==> src/rtl/upe_pkg.sv <==
// Shared UPE datapath types and constants.
package upe_pkg;

    localparam int UPE_WIDTH = 32;

    typedef logic [UPE_WIDTH-1:0] upe_word_t;

    localparam upe_word_t UPE_MIN_NEG = {1'b1, {(UPE_WIDTH-1){1'b0}}};
    localparam upe_word_t UPE_MAX_POS = {1'b0, {(UPE_WIDTH-1){1'b1}}};

endpackage

==> src/rtl/upe_abs_core.sv <==
// Combinational two's-complement |x| with sign and most-negative flags.
// Define UPE_ABS_SAT_EN to clamp |MIN_NEG| to MAX_POS instead of wrapping.
module upe_abs_core
    import upe_pkg::*;
#(
    parameter int WIDTH = UPE_WIDTH
) (
    input  logic [WIDTH-1:0] x,
    output logic [WIDTH-1:0] mag,
    output logic             neg,
    output logic             ovf
);

    localparam logic [WIDTH-1:0] MIN_NEG = {1'b1, {(WIDTH-1){1'b0}}};

    logic [WIDTH-1:0] negx;

    assign neg  = x[WIDTH-1];
    assign ovf  = (x == MIN_NEG);
    assign negx = ~x + WIDTH'(1);

`ifdef UPE_ABS_SAT_EN
    localparam logic [WIDTH-1:0] MAX_POS = {1'b0, {(WIDTH-1){1'b1}}};
    assign mag = ovf ? MAX_POS : (neg ? negx : x);
`else
    // MIN_NEG negates to itself, which is the intended wraparound result
    assign mag = neg ? negx : x;
`endif

endmodule

==> src/rtl/upe_abs_signed.sv <==
// Registered absolute-value stage with a single-entry valid/ready pipeline.
// Saturation of the most-negative operand is enabled by UPE_ABS_SAT_EN.
module upe_abs_signed
    import upe_pkg::*;
#(
    parameter int WIDTH = UPE_WIDTH
) (
    input  logic             clk,
    input  logic             rst_n,
    input  logic             in_valid,
    output logic             in_ready,
    input  logic [WIDTH-1:0] in_data,
    output logic             out_valid,
    input  logic             out_ready,
    output logic [WIDTH-1:0] out_data,
    output logic             out_neg,
    output logic             out_ovf
);

    logic [1:0]       vld_pipe;
    logic [WIDTH-1:0] mag;
    logic             neg, ovf;

    upe_abs_core #(.WIDTH(WIDTH)) u_core (
        .x   (in_data),
        .mag (mag),
        .neg (neg),
        .ovf (ovf)
    );

    assign in_ready    = !vld_pipe[1] || out_ready;
    assign vld_pipe[0] = in_valid && in_ready;
    assign out_valid   = vld_pipe[1];

    // Valid only advances when the slot is free or draining; otherwise it holds.
    always_ff @(posedge clk or negedge rst_n) begin
        if (!rst_n) begin
            vld_pipe[1] <= 1'b0;
            out_data    <= '0;
            out_neg     <= 1'b0;
            out_ovf     <= 1'b0;
        end else begin
            if (in_ready)
                vld_pipe[1] <= vld_pipe[0];
            if (vld_pipe[0]) begin
                out_data <= mag;
                out_neg  <= neg;
                out_ovf  <= ovf;
            end
        end
    end

endmodule

==> config.mk <==
export PLATFORM = sky130hd
export DESIGN_NAME = upe_abs_signed
export DESIGN_NICKNAME = d
export VERILOG_FILES = /design/src/rtl/upe_pkg.sv /design/src/rtl/upe_abs_core.sv /design/src/rtl/upe_abs_signed.sv
export SDC_FILE = /design/constraint.sdc
export NUM_CORES = 1
export LEC_CHECK = 0
export ABC_AREA = 1
export BUFFER_PORTS_ARGS = -buffer_cell sky130_fd_sc_hd__buf_2
export CELL_PAD_IN_SITES_DETAIL_PLACEMENT = 2
export CELL_PAD_IN_SITES_GLOBAL_PLACEMENT = 2
export CORE_MARGIN = 2
export CORE_UTILIZATION = 26
export DETAILED_ROUTE_END_ITERATION = 6
export PLACE_DENSITY = 0.83
export SYNTH_ARGS = -nofsm -noshare
export SYNTH_HDL_FRONTEND = slang
export SYNTH_SLANG_ARGS = --single-unit
==> constraint.sdc <==
create_clock -name clk -period 1.3 [get_ports clk]
set_clock_uncertainty 0.1 [all_clocks]
set_input_delay 0.065 -clock clk [delete_from_list [all_inputs] [get_ports clk]]
set_output_delay 0.065 -clock clk [all_outputs]
set_load 0.005 [all_outputs]
Yosys cells after proc, flatten, opt, wreduce, memory -nomap -nowiden --
Cells that the tools add are included.
Storage, ports and cells: flip-flop bits (word level) 35, output and inout port bits 36
Cells by class: $add $sub $neg 1, equal/unequal tests 1, mux-type cells 1, bitwise gates (word level) 1, reduce and logical (&&, ||, !) cells 3
Operators by type and width (number):
- $add A32 B1 Y32 const B | 1
- $eq A32 B32 Y1 const B | 1
- $mux W32 | 1
- $not A32 Y32 | 1
- $logic_and A1 B1 Y1 | 1
- $logic_not A1 Y1 | 1
- $logic_or A1 B1 Y1 | 1

Depth between registers and ports, before layout --
depth in word-level cells 3, mapped depth 10

Hierarchy --
A second synthesis with hierarchy kept.
Unflattened totals: cell total of the unflattened synthesis 384, area total of the unflattened synthesis 2496.1 µm²
Modules (own cells, without submodules):
- upe_abs_signed | times used 1, cells an instance 151, area each 1407.6 µm², sequential area each 875.8 µm²
- upe_abs_core | times used 1, cells an instance 233, area each 1088.5 µm², sequential area each 0.0 µm²

Least setup slack after synthesis --
No wires, ideal clock.
path kind flip-flop to flip-flop, start reg vld_pipe[1] (netlist: out_valid), end reg out_data[1], setup time 0.130 ns, arrival 1.013 ns, slack 0.057 ns, cell stages (with the launch flop) 7, path buffers 2, cell sequence dfrtp_1 nand2_2 nand2_1 inv_2 buf_4 buf_2 a31oi_1
On the way: word-level cells in the longest chain between the ends 3
RTL lines:
- start: declaration | line upe_abs_signed.sv:20 | logic [1:0] vld_pipe;
- start signal: assignment | line upe_abs_signed.sv:44 | vld_pipe[1] <= vld_pipe[0];
- $logic_not A1 Y1 | line upe_abs_signed.sv:31 | assign in_ready = !vld_pipe[1] || out_ready;
- $logic_or A1 B1 Y1 | line upe_abs_signed.sv:31
- named net in_ready | line upe_abs_signed.sv:11 | output logic in_ready,
- $logic_and A1 B1 Y1 | line upe_abs_signed.sv:32 | assign vld_pipe[0] = in_valid && in_ready;
- end signal: assignment | line upe_abs_signed.sv:46 | out_data <= mag;
- end: declaration | line upe_abs_signed.sv:15 | output logic [WIDTH-1:0] out_data,
The timed path passes the listed nets, and every way through them passes these cells. A chain may end at the register's enable or synchronous reset.

Worst setup path after layout --
start in out_ready, end reg out_data[1]
On the way: word-level cells in the longest chain between the ends 2
RTL lines:
- start: declaration | line upe_abs_signed.sv:14 | input logic out_ready,
- $logic_or A1 B1 Y1 | line upe_abs_signed.sv:31
- $logic_and A1 B1 Y1 | line upe_abs_signed.sv:32
Every way passes these cells.

==> results.py <==
metrics = {
    "pwr": {
        "pwr-share-comb_pct": 26.9,
        "p_sw_mw": 1.071,
        "total_power_mw": 3.287,
        "p_seq_share_pct": 40.7,
        "leakagePower_nw": 1.667,
        "ir_drop_mv": 0.3060,
        "sw_frac_of_total_pct": 32.58,
        "p_clk_share_pct": 32.4,
        "p_int_mw": 2.216,
        "powerDensity_nw_per_um2": 1033,
    },
    "die": {
        "pin_count": 72,
        "die_y_um": 98.25,
        "die-width_um": 98.25,
        "rows": 34,
        "start_util_pct": 26.61,
        "core_area_um2": 8678,
        "dieArea_um2": 9653,
    },
    "worst_setup_path": {
        "r2r_slack_ns": 0.06,
        "slowest_stage": "dlygate4sd3_1",
        "path_cells": "dlygate4sd3_1 > buf_2 > inv_1 > nand2_2 > nand2_4 > inv_6 > buf_12 > nor2_1 > a31oi_1",
        "cp-start-kind": "input pin",
        "worstPathRequired_ns": 1.38,
        "crit_type": "input pin to flip-flop",
        "end_kind": "flip-flop",
        "slowest_delay_ns": 0.53,
        "crit_arrival_ns": 1.34,
        "critPathMaxFanout": 8,
    },
    "final_layout": {
        "fillers": 1081,
        "nets": 493,
        "final_layout_size_suffix_gt1_share_pct": 24.95,
        "ff_latch_area_um2": 875.8,
        "n_antenna_cell": 0,
        "final_util_pct": 36.65,
        "syn2layout_area_growth_pct": 37.70,
        "final_cell_area_um2": 3181,
        "multiInputGateArea_um2": 1265,
    },
    "global_routing": {
        "grt_max_degree": 39,
        "grt_pass1_wl_um": 15050,
        "grt_pass1_vias": 2952,
        "grt_overflow": 0,
        "antenna_found_initial": 0,
        "grt_use_total_pct": 19.34,
    },
    "clocking": {
        "clk_latency_ns": 0.30,
        "cts_max_level": 2,
        "path_clk_slew_ns": 0.09,
        "clockBufferDepth": 2,
        "clkSinkCount": 35,
        "tritoncts": "yes",
        "cts-buffers-inserted": 5,
        "root_buffer": "clkbuf_8",
    },
    "timing": {
        "min_period_over_period_pct": 96.59,
        "fin_crit_ns": 1.256,
        "hold_ws_ns": -0.002330,
        "slew_headroom_pct": 76.83,
        "tightestPinTransition_ns": 0.3475,
        "setup_violations": 0,
        "max_freq_ghz": 0.7964,
        "tns_ns": 0,
        "slew_viol_final": 0,
        "hold_viol": 2,
    },
    "placement": {
        "dp_hpwl_um": 6879,
        "gp_congestion": 0.8503,
        "port_buffers": 71,
        "placed_area_um2": 2873,
    },
    "synthesis": {
        "syn_nets": 400,
        "synthCells": 363,
        "synth_area_um2": 2310,
        "ys_types": 22,
        "syn_area_per_cell_um2": 6.363,
        "synth_top_cell_by_area": "dfrtp_1",
        "synth_area_leaders": "dfrtp_1 38%, nand2_1 23%, nand3_1 9.8%",
        "ys_seq_area_share_pct": 37.92,
        "yosysWarningCount": 0,
        "synth_top_area_share_pct": 37.92,
        "synth_seq_cells": 35,
    },
    "drt": {
        "met2_wirelength_um": 4550,
        "drtIter0Drc": 116,
        "drt_pass1_iterations": 4,
        "drt-met1-wl_um": 4180,
        "wl_per_cell_um": 16.15,
        "postRouteAntennaNets": 0,
        "wl_met3_um": 288,
        "vias_per_cell": 4.823,
        "dr_total_vias": 2725,
        "drt-total-wl_um": 9126,
        "drc_errors": 0,
        "top_layer": "met4",
    },
    "outcome": {
        "outcome": "finished, violations left",
        "violations": "hold timing",
    },
    "flow_run": {
        "drv_cap": 0,
    },
    "worst_hold_path": {
        "hold_class": "input pin to flip-flop",
    },
}
-- critical path: cells and delay by family --
family / cells / cell delay (ns)
buffers and inverters: 5 / 0.92
AND/OR/NAND/NOR: 3 / 0.31
AO/OA/AOI/OAI: 1 / 0.06
-- kinds of logic after synthesis --
group	Yosys count	synth area share, %
xor+xnor	4	1.517
fa+ha+maj	1	0.5416
buf+inv	42	7.638
simple gates	259	47.29
flops	35	37.92
compound gates	22	5.092
-- cells in the final DEF, fill, tap and decap left out --
master	count
o211ai_1	1
buf_2	71
clkbuf_16	1
dlygate4sd3_1	13
a21oi_1	2
buf_4	6
clkinv_4	1
nor2_1	51
buf_12	5
nand3b_1	1
ha_1	1
o21ai_1	4
nor2_2	4
a31oi_1	2
inv_1	30
dfrtp_1	35
nand2_1	141
inv_6	2
bufinv_16	1
o21ai_0	12
nor2_4	2
nand3_1	45
buf_6	1
xor2_1	2
nand2_2	14
clkbuf_8	5
o31ai_1	1
xnor2_1	2
nand2_4	1
-- repair_timing --
action | 4_1_cts | 5_1_grt
hold buffers | 13 | 0
endpoints found under the hold margin | 46 | 0
gates cloned | 0 | 1
buffers inserted | 0 | 1
pin swaps | 1 | 0
endpoints found under the setup margin | 1 | 28
resized for setup | 0 | 9
-- power by group through the flow --
stage | Combinational, mW | Clock [mW] | Sequential, mW
detailed placement | 0.819 | 0 | 1.35
global placement | 0.779 | 0 | 1.35
floorplan | 0.363 | 0 | 1.36
CTS | 0.853 | 1.10 | 1.34
finish | 0.884 | 1.07 | 1.34
global route | 0.994 | 1.15 | 1.36
-- flip-flops by register name, summed over array words and instances (netlist names) --
name,flops
out_ovf,1
out_neg,1
out_data,32
out_valid,1
-- cell type report --
class                      count  share of cell area, %
clock buffer                   5                  2.164
clock inverter                 3                  1.495
inverter                      31                  3.816
multi-input combinational    286                  39.77
sequential                    35                  27.54
tap                          108                  4.249
timing repair buffer          97                  20.97
-- Yosys cell counts --
library cell / count
a21oi_1: 2
a31oi_1: 2
buf_2: 6
buf_4: 3
clkbuf_1: 2
dfrtp_1: 35
ha_1: 1
inv_1: 30
inv_2: 1
nand2_1: 142
nand2_2: 14
nand3_1: 45
nand3b_1: 1
nor2_1: 51
nor2_2: 4
nor2_4: 2
o211ai_1: 1
o21ai_0: 13
o21ai_1: 3
o31ai_1: 1
xnor2_1: 2
xor2_1: 2
-- stage by stage --
stage                     setup WS [ns]  std cells
after floorplan                 0.05683        363
after global placement         -0.05327        542
after detailed placement        -0.1247        542
after CTS                       0.01164        563
after global routing           -0.01567        565
final                           0.04435        565
-- per-layer routing --
metal / GRT usage, % / up-vias
met2: 33.72 / 49
met4: 4.215 / 0
met5: 0 / -
met1: 25.61 / 1350
li1: - / 1315
met3: 2.649 / 11
-- path summary, 6_finish.rpt --
check                      depth (start not counted)            to    startpoint
max reg2reg                                        5  out_data[31]     out_valid
min reg2reg                                        2  out_data[21]  out_data[21]
max                                                9   out_data[1]     out_ready
min                                                4   out_data[7]    in_data[7]
max in group asynchronous                          3  out_data[22]         rst_n
min in group asynchronous                          2  out_data[10]         rst_n
Power figures use the tool's default switching activity.
